--- config.mk ---
export PLATFORM = sky130hd
export DESIGN_NAME = uart_rx_param
export DESIGN_NICKNAME = d
export VERILOG_FILES = /design/src/rtl/uart_rx_param.sv
export SDC_FILE = /design/constraint.sdc
export NUM_CORES = 1
export LEC_CHECK = 0
export CORE_MARGIN = 2
export CORE_UTILIZATION = 25
export CTS_CLUSTER_DIAMETER = 40
export CTS_CLUSTER_SIZE = 40
export DETAILED_ROUTE_END_ITERATION = 16
export GPL_ROUTABILITY_DRIVEN = 1
export PLACE_DENSITY = 0.47
export REMOVE_ABC_BUFFERS = 1
export SETUP_SLACK_MARGIN = 0.2
export SYNTH_ARGS = -nofsm -noshare
export SYNTH_HDL_FRONTEND = slang
export SYNTH_SLANG_ARGS = --single-unit
--- constraint.sdc ---
create_clock -name i_clock -period 4.23 [get_ports i_clock]
set_clock_uncertainty 0.15 [all_clocks]
set_input_delay 0.6345 -clock i_clock [delete_from_list [all_inputs] [get_ports i_clock]]
set_output_delay 0.6345 -clock i_clock [all_outputs]
set_load 0.05 [all_outputs]
--- src/rtl/uart_rx_param.sv ---
// uart_rx_param: parametrised UART receiver with input synchroniser,
// start-bit glitch rejection, parity/framing checks and a small
// first-word-fall-through output FIFO with ready/valid handshake.
//
// Ports:
//   i_clock       system clock, rising edge
//   i_reset_n     synchronous active-low reset
//   i_rx_uart     asynchronous serial input, idle high
//   o_rx_valid    FIFO head entry valid
//   i_rx_ready    consumer accepts head entry (pop on valid && ready)
//   o_rx_data     head entry data
//   o_parity_err  head entry parity error
//   o_frame_err   head entry stop-bit error
//   o_overflow    one-cycle pulse when a completed frame is dropped (FIFO full)
//   o_busy        receiver is not idle
//   o_fifo_count  number of occupied FIFO entries
module uart_rx_param #(
  parameter int clks_per_bit = 217,
  parameter int data_bits    = 8,
  parameter int parity_mode  = 0,
  parameter int stop_bits    = 1,
  parameter int fifo_depth   = 4
) (
  input  logic                          i_clock,
  input  logic                          i_reset_n,
  input  logic                          i_rx_uart,
  output logic                          o_rx_valid,
  input  logic                          i_rx_ready,
  output logic [data_bits-1:0]          o_rx_data,
  output logic                          o_parity_err,
  output logic                          o_frame_err,
  output logic                          o_overflow,
  output logic                          o_busy,
  output logic [$clog2(fifo_depth):0]   o_fifo_count
);

  localparam int CNTW  = $clog2(clks_per_bit);
  localparam int IDXW  = $clog2(data_bits + 1);
  localparam int PTRW  = $clog2(fifo_depth);
  localparam int CNTFW = PTRW + 1;
  localparam int ENTW  = data_bits + 2;

  localparam logic [CNTW-1:0]  CNT_LAST  = CNTW'(clks_per_bit - 1);
  localparam logic [CNTW-1:0]  CNT_HALF  = CNTW'(clks_per_bit / 2 - 1);
  localparam logic [IDXW-1:0]  IDX_LAST  = IDXW'(data_bits - 1);
  localparam logic             STOP_LAST = (stop_bits == 2);
  localparam logic [CNTFW-1:0] FIFO_FULL = CNTFW'(fifo_depth);
  localparam logic [CNTFW-1:0] FIFO_ONE  = CNTFW'(1);

  localparam logic [2:0] S_IDLE      = 3'd0;
  localparam logic [2:0] S_START     = 3'd1;
  localparam logic [2:0] S_DATA      = 3'd2;
  localparam logic [2:0] S_PARITY    = 3'd3;
  localparam logic [2:0] S_STOP      = 3'd4;
  localparam logic [2:0] S_WAIT_IDLE = 3'd5;

  logic                 sync1_q, sync2_q;
  logic                 rxS;
  logic [2:0]           state_q, state_d;
  logic [CNTW-1:0]      cnt_q, cnt_d;
  logic [IDXW-1:0]      idx_q, idx_d;
  logic [data_bits-1:0] shift_q, shift_d;
  logic                 parErr_q, parErr_d;
  logic                 frameErr_q, frameErr_d;
  logic                 stopIdx_q, stopIdx_d;
  logic                 stopDone_q, stopDone_d;
  logic                 push;

  logic [ENTW-1:0]      mem_q [fifo_depth];
  logic [PTRW-1:0]      wrPtr_q, wrPtr_d;
  logic [PTRW-1:0]      rdPtr_q, rdPtr_d;
  logic [PTRW-1:0]      rdNext;
  logic [CNTFW-1:0]     count_q, count_d;
  logic [ENTW-1:0]      head_q, head_d;
  logic                 ovf_q, ovf_d;
  logic [ENTW-1:0]      newEntry;
  logic                 valid, pop, full, pushAcc;

  assign rxS = sync2_q;

  // Receive FSM. STOP lingers one extra cycle after the final stop sample
  // (stopDone_q) so the push lands exactly one edge after that sample.
  always_comb begin
    state_d    = state_q;
    cnt_d      = cnt_q;
    idx_d      = idx_q;
    shift_d    = shift_q;
    parErr_d   = parErr_q;
    frameErr_d = frameErr_q;
    stopIdx_d  = stopIdx_q;
    stopDone_d = stopDone_q;
    push       = 1'b0;
    case (state_q)
      S_IDLE: begin
        if (!rxS) begin
          state_d = S_START;
          cnt_d   = '0;
        end
      end
      S_START: begin
        if (cnt_q == CNT_HALF) begin
          cnt_d = '0;
          if (!rxS) begin
            state_d    = S_DATA;
            idx_d      = '0;
            parErr_d   = 1'b0;
            frameErr_d = 1'b0;
            stopIdx_d  = 1'b0;
            stopDone_d = 1'b0;
          end else begin
            state_d = S_IDLE;
          end
        end else begin
          cnt_d = cnt_q + CNTW'(1);
        end
      end
      S_DATA: begin
        if (cnt_q == CNT_LAST) begin
          cnt_d   = '0;
          shift_d = {rxS, shift_q[data_bits-1:1]};
          idx_d   = idx_q + IDXW'(1);
          if (idx_q == IDX_LAST) begin
            state_d = (parity_mode != 0) ? S_PARITY : S_STOP;
          end
        end else begin
          cnt_d = cnt_q + CNTW'(1);
        end
      end
      S_PARITY: begin
        if (cnt_q == CNT_LAST) begin
          cnt_d    = '0;
          parErr_d = ((^shift_q) ^ rxS) != (parity_mode == 2);
          state_d  = S_STOP;
        end else begin
          cnt_d = cnt_q + CNTW'(1);
        end
      end
      S_STOP: begin
        if (stopDone_q) begin
          push       = 1'b1;
          stopDone_d = 1'b0;
          state_d    = frameErr_q ? S_WAIT_IDLE : S_IDLE;
        end else if (cnt_q == CNT_LAST) begin
          cnt_d = '0;
          if (!rxS) begin
            frameErr_d = 1'b1;
          end
          if (stopIdx_q == STOP_LAST) begin
            stopDone_d = 1'b1;
          end else begin
            stopIdx_d = 1'b1;
          end
        end else begin
          cnt_d = cnt_q + CNTW'(1);
        end
      end
      S_WAIT_IDLE: begin
        // Hold off while the line is held low (break) so it cannot retrigger.
        if (rxS) begin
          state_d = S_IDLE;
        end
      end
      default: state_d = S_IDLE;
    endcase
  end

  // FIFO control. The head is kept in its own register so the outputs hold
  // their last value once the FIFO drains instead of following stale memory.
  assign newEntry = {shift_q, parErr_q, frameErr_q};
  assign valid    = (count_q != '0);
  assign pop      = valid && i_rx_ready;
  assign full     = (count_q == FIFO_FULL);
  assign pushAcc  = push && (!full || pop);
  assign rdNext   = rdPtr_q + PTRW'(1);

  always_comb begin
    wrPtr_d = pushAcc ? wrPtr_q + PTRW'(1) : wrPtr_q;
    rdPtr_d = pop ? rdNext : rdPtr_q;
    ovf_d   = push && full && !pop;
    count_d = count_q;
    if (pushAcc && !pop) begin
      count_d = count_q + CNTFW'(1);
    end else if (!pushAcc && pop) begin
      count_d = count_q - CNTFW'(1);
    end
    head_d = head_q;
    if (pop) begin
      if (count_q > FIFO_ONE) begin
        head_d = mem_q[rdNext];
      end else if (pushAcc) begin
        head_d = newEntry;
      end
    end else if (pushAcc && !valid) begin
      head_d = newEntry;
    end
  end

  always_ff @(posedge i_clock) begin
    if (!i_reset_n) begin
      sync1_q    <= 1'b1;
      sync2_q    <= 1'b1;
      state_q    <= S_IDLE;
      cnt_q      <= '0;
      idx_q      <= '0;
      shift_q    <= '0;
      parErr_q   <= 1'b0;
      frameErr_q <= 1'b0;
      stopIdx_q  <= 1'b0;
      stopDone_q <= 1'b0;
      wrPtr_q    <= '0;
      rdPtr_q    <= '0;
      count_q    <= '0;
      head_q     <= '0;
      ovf_q      <= 1'b0;
    end else begin
      sync1_q    <= i_rx_uart;
      sync2_q    <= sync1_q;
      state_q    <= state_d;
      cnt_q      <= cnt_d;
      idx_q      <= idx_d;
      shift_q    <= shift_d;
      parErr_q   <= parErr_d;
      frameErr_q <= frameErr_d;
      stopIdx_q  <= stopIdx_d;
      stopDone_q <= stopDone_d;
      wrPtr_q    <= wrPtr_d;
      rdPtr_q    <= rdPtr_d;
      count_q    <= count_d;
      head_q     <= head_d;
      ovf_q      <= ovf_d;
    end
  end

  always_ff @(posedge i_clock) begin
    if (i_reset_n && pushAcc) begin
      mem_q[wrPtr_q] <= newEntry;
    end
  end

  assign o_rx_valid   = valid;
  assign o_rx_data    = head_q[ENTW-1:2];
  assign o_parity_err = head_q[1];
  assign o_frame_err  = head_q[0];
  assign o_overflow   = ovf_q;
  assign o_busy       = (state_q != S_IDLE);
  assign o_fifo_count = count_q;

endmodule

* Yosys cells after proc, flatten, opt, wreduce, memory -nomap -nowiden *
Memory sizes are Yosys's and may differ from the RTL's.
Index checks and enable logic that the tools add are counted.

word-level totals
  word-level logic and storage cells = 123
  memory bits (writable) = 40
  bits of input ports = 4
  register bits after elaboration = 47
  memories kept = 1
  latch bits = 0
  output and inout port bits = 16
  bits in read-only memories = 0

memory list
  name   words  width  read ports  clocked after memory_dff  wr ports  RTL line  RTL
  mem_q  4      10     1           0                         1         69        logic [ENTW-1:0] mem_q [fifo_depth];

cells by class
  shift-type cells = 0
  multiplexer cells = 45
  equality and inequality tests = 21
  multipliers = 0
  $add $sub $neg = 6
  reductions and logical operators = 33
  divide/modulo/power cells = 0
  $lt $le $gt $ge = 1
  bitwise logic cells = 1

operators by type and width
  kind                                                                   number
  10-bit two-way mux                                                     4
  8-bit two-way mux                                                      4
  8-bit one-hot mux with 4 select lines                                  1
  3-bit two-way mux                                                      10
  2-bit != test, second input constant                                   11
  3-bit one-hot mux with 6 select lines                                  1
  1-bit two-way mux                                                      16
  4-bit two-way mux                                                      3
  2-bit nonzero test                                                     5
  3-bit equality test, second input constant                             3
  8-bit by 1-bit adder with 8-bit output, second input constant          1
  8-bit by 7-bit equality test with 1-bit output, second input constant  1
  8-bit equality test, second input constant                             1
  1-bit logical AND                                                      8
  1-bit one-hot mux with 2 select lines                                  4
  4-bit one-hot mux with 2 select lines                                  1
  4-bit AND reduction                                                    2
  8-bit XOR reduction                                                    1
  7-bit AND reduction                                                    1
  3-bit by 2-bit equality test with 1-bit output, second input constant  2
  3-bit AND reduction                                                    2
  6-bit AND reduction                                                    1
  3-bit nonzero test                                                     2
  5-bit AND reduction                                                    1
  other kinds (16)                                                       21

* Depth between registers and ports, before layout *
  depth in word-level cells = 8
  depth in mapped cells = 11
  depth with buffers taken out = 10

* Worst setup path after synthesis *
OpenSTA, ideal clock, no wires.

  path type = register to register
  start point = reg count_q[0], in the netlist o_fifo_count[0]
  end point = reg head_q[0]
  library setup time = 133 ps
  clock period less this slack = 2943 ps
  path slack = 1287 ps
  data required time = 3947 ps
  data arrival time = 2661 ps
  stages on the path, launching flop included = 12
  cells stage by stage = dfxtp_1 inv_1 ha_1 nand2b_1 nand2_1 inv_1 ha_1 a2111oi_0 a211o_1 clkbuf_1 o21ai_0 a21oi_1

on the way
  longest elaborated chain between the ends = 7

RTL lines
  item                                  RTL line  RTL
  start, declared                       73        logic [CNTFW-1:0] count_q, count_d;
  start signal, assigned                228       count_q <= count_d;
  3-bit nonzero test (*)                170       assign valid = (count_q != '0);
  named net o_rx_valid                  27        output logic o_rx_valid,
  1-bit logical AND                     171       assign pop = valid && i_rx_ready;
  1-bit logical OR                      173       assign pushAcc = push && (!full || pop);
  1-bit logical AND                     173
  1-bit logical AND                     193       end else if (pushAcc && !valid) begin
  2-bit nonzero test (no source line)   n/a
  2-bit AND reduction (no source line)  n/a
  end signal, assigned                  213       head_q <= '0;
  end signal, assigned                  229       head_q <= head_d;
  end, declared                         74        logic [ENTW-1:0] head_q, head_d;

The timed path passes the listed nets; every way through them passes the cells marked *.
A chain may end at the register's enable or synchronous reset.

* Final worst setup path *
  start point = in i_rx_ready
  end point = reg head_q[4]

on the way
  longest elaborated chain between the ends = 6

RTL lines
  item                                  RTL line  RTL
  start, declared                       28        input logic i_rx_ready,
  1-bit logical AND (*)                 171
  1-bit logical OR                      173
  1-bit logical AND                     173
  1-bit logical AND                     193
  2-bit nonzero test (no source line)   n/a
  2-bit AND reduction (no source line)  n/a

Mark *: on every way between the ends. The rest lies on a longest branch, timed or not.

==> flow_summary.yaml <==
status:
  status: "finished clean"
power:
  power_density_mw_per_mm2: 404
  p_total_uw: 1840
  p_leak_uw: 0.00160
  peakVddDrop_uv: 199
final_layout:
  area_growth_pct: 16.7
  instances_no_fill: 531
  final_common_cell: "dfxtp_1"
  layout_common_cells: "dfxtp_1, edfxtp_1, mux2i_1"
  finalNetCount: 356
  layout-drive-gt1-share_pct: 9.62
  diodes: 0
  post-route-util_pct: 29.9
  fillCellCount: 1553
sta:
  tns_ns: 0
  fmaxAchievable_ghz: 0.326
  worst_pin_slew_ns: 1.10
  hold_ws_ns: 0.265
  rsz0062_at_grt: "no"
  setup_violations: 0
  slew_headroom_pct: 26.2
  period_needed_ns: 3.07
  hold_viol_final: 0
  fin_crit_sh_pct: 72.5
  slew_viol_final: 0
global_routing:
  grt_use_total_pct: 9.95
  antenna_found_initial: 0
  gr-total-overflow: 0
  grt_max_degree: 39
  grt_pass1_vias: 2377
  grt_pass1_wl_microns: 12600
clock_tree:
  ctsResizeCount: 0
  cts_tree: "yes"
  clock_tree.root_cell: "clkbuf_16"
  clk_pin_slew_ns: 0.06
  cts.hold.buffers_added: 0
  htreeDepth: 3
  clock-sinks: 86
  clk-insertion-delay-late_ns: 0.33
  clock_path_buffers: 2
  numCtsBuffers: 9
  post_cts_buffers: 0
place:
  gp_congestion: 0.744
  placedCellCount: 516
  portBuffers: 19
  dp_hpwl_microns: 5050
job:
  drv_cap: 0
route:
  viasPerCell: 4.52
  drtIter0Drc: 99
  first_pass_iters: 4
  antenna_left: 0
  drcViolationCount: 0
  wl_per_cell_microns: 14.5
  vias: 2398
  routed_wl_microns: 7690
floorplanning:
  num_rows: 45
  initial_core_util_pct: 25.6
  die_h_microns: 129
  core-area_sq_mm: 0.0152
  die_area_sq_mm: 0.0166
  num_io_pins: 20
  die_x_microns: 129
yosys:
  ys_ff_latch: 86
  synth.distinct_cells: 46
  synth_area_per_cell_sq_um: 12.1
  synth_area_sq_mm: 0.00390
  syn_inst: 323
  yosys_warnings: 0
  ys_seq_area_share_pct: 54.5
setup_path:
  end_kind: "flip-flop"
  worstPathMaxFanout: 20
  path_class: "in -> reg"
  reg2reg_slack_ns: 1.30
  cp.arrival_ns: 3.18
  startpoint_type: "input pin"
  required_ns: 4.34
min_path:
  hp-class: "reg -> reg"
logic make-up after synthesis:
kind of cell,synth area share [%]
AND/OR/NAND/NOR,14.1
flip-flops,54.5
AO/OA/AOI/OAI,7.61
multiplexers,11.7
buffers and inverters,2.99
XOR/XNOR,4.95
adder cells (fa/ha/maj),4.17
Yosys cell counts, drive strengths merged:
| cell | number | area (sq um) |
|---|---|---|
| o31a | 1 | 8.76 |
| mux4 | 10 | 225 |
| edfxtp | 40 | 1200 |
| or4 | 1 | 7.51 |
| nor3 | 3 | 20.0 |
| a21boi | 3 | 22.5 |
| nand2 | 18 | 67.6 |
| inv | 11 | 41.3 |
| xnor2 | 12 | 105 |
| clkbuf | 8 | 30.0 |
| a31oi | 1 | 12.5 |
| o21ai | 18 | 93.8 |
| dfxtp | 46 | 921 |
| nor2b | 11 | 68.8 |
| nand4 | 10 | 77.6 |
| or3 | 1 | 6.26 |
| o221a | 1 | 11.3 |
| a2111oi | 1 | 8.76 |
| and2 | 12 | 75.1 |
| ha | 13 | 163 |
| a311o | 1 | 10.0 |
| a2bb2o | 1 | 10.0 |
| or3b | 1 | 11.3 |
| a22oi | 1 | 7.51 |
| buf | 7 | 45.0 |
| a211o | 1 | 8.76 |
| a21oi | 16 | 80.1 |
| mux2i | 23 | 230 |
| o21bai | 2 | 15.0 |
| nand3b | 1 | 7.51 |
| nand3 | 3 | 15.0 |
| nor4 | 1 | 21.3 |
| nor4b | 1 | 8.76 |
| o211ai | 1 | 7.51 |
| and3 | 2 | 12.5 |
| nand2b | 10 | 62.6 |
| or4bb | 1 | 11.3 |
| xor2 | 10 | 87.6 |
| nor3b | 1 | 7.51 |
| nor2 | 18 | 70.1 |
sequential cells by signal (all words and copies together), names as in the netlist:
| name | flops |
|---|---|
| mem_q | 40 |
| head_q | 10 |
| cnt_q | 8 |
| shift_q | 8 |
| idx_q | 4 |
| o_fifo_count | 3 |
| state_q | 3 |
| rdPtr_q | 2 |
| wrPtr_q | 2 |
| frameErr_q | 1 |
| o_overflow | 1 |
| parErr_q | 1 |
| rxS | 1 |
| stopDone_q | 1 |
| sync1_q | 1 |
area by class of cell:
type	count	area, sq um	area share [%]
repair buffers	20	198	4.35
inverters	11	41.3	0.908
well taps	188	235	5.17
flip-flops and latches	86	2120	46.7
clock inverters	5	60.1	1.32
multi-input cells	211	1660	36.5
clock buffers	10	229	5.04
worst paths after layout:
path / startpoint / end / depth (start not counted)
max reg2reg: state_q[0]$_SDFFE_PN0P_ / head_q[4]$_SDFFE_PN0P_ / 7
min reg2reg: sync1_q$_SDFF_PN1_ / rxS$_SDFF_PN1_ / 1
min: sync1_q$_SDFF_PN1_ / rxS$_SDFF_PN1_ / 1
max: i_rx_ready / head_q[4]$_SDFFE_PN0P_ / 8
metal layers:
layer	track usage, %	vias up	part of all wire (%)
met5	0	-	0
met4	2.69	0	1.3
met3	2.99	9	2.7
met2	16.3	27	47
met1	12.8	1170	49
li1	-	1192	-
per-stage QoR:
step	instance area [sq um]	setup WS (ns)
2_1_floorplan	3820	1.24
3_3_place_gp	4260	0.953
3_5_place_dp	4260	0.796
4_1_cts	4550	1.14
5_1_grt	4550	0.732
6_report	4550	1.16
critical path, stage by stage:
cell and delay (ns):
clkdlybuf4s50_1 0.59, nand3b_1 0.18, nand4_1 0.23, ha_1 0.29
a2111oi_0 0.39, a211o_1 0.56, o21ai_0 0.14, a21oi_1 0.14
power breakdown:
group | switching (uW) | internal, uW | leakage (uW) | total, uW
combinational | 105 | 62.1 | 0.000702 | 167
sequential | 25.8 | 874 | 0.000761 | 900
clock | 312 | 456 | 0.000141 | 769
total | 443 | 1390 | 0.00160 | 1840
Power figures use the tool's default switching activity.
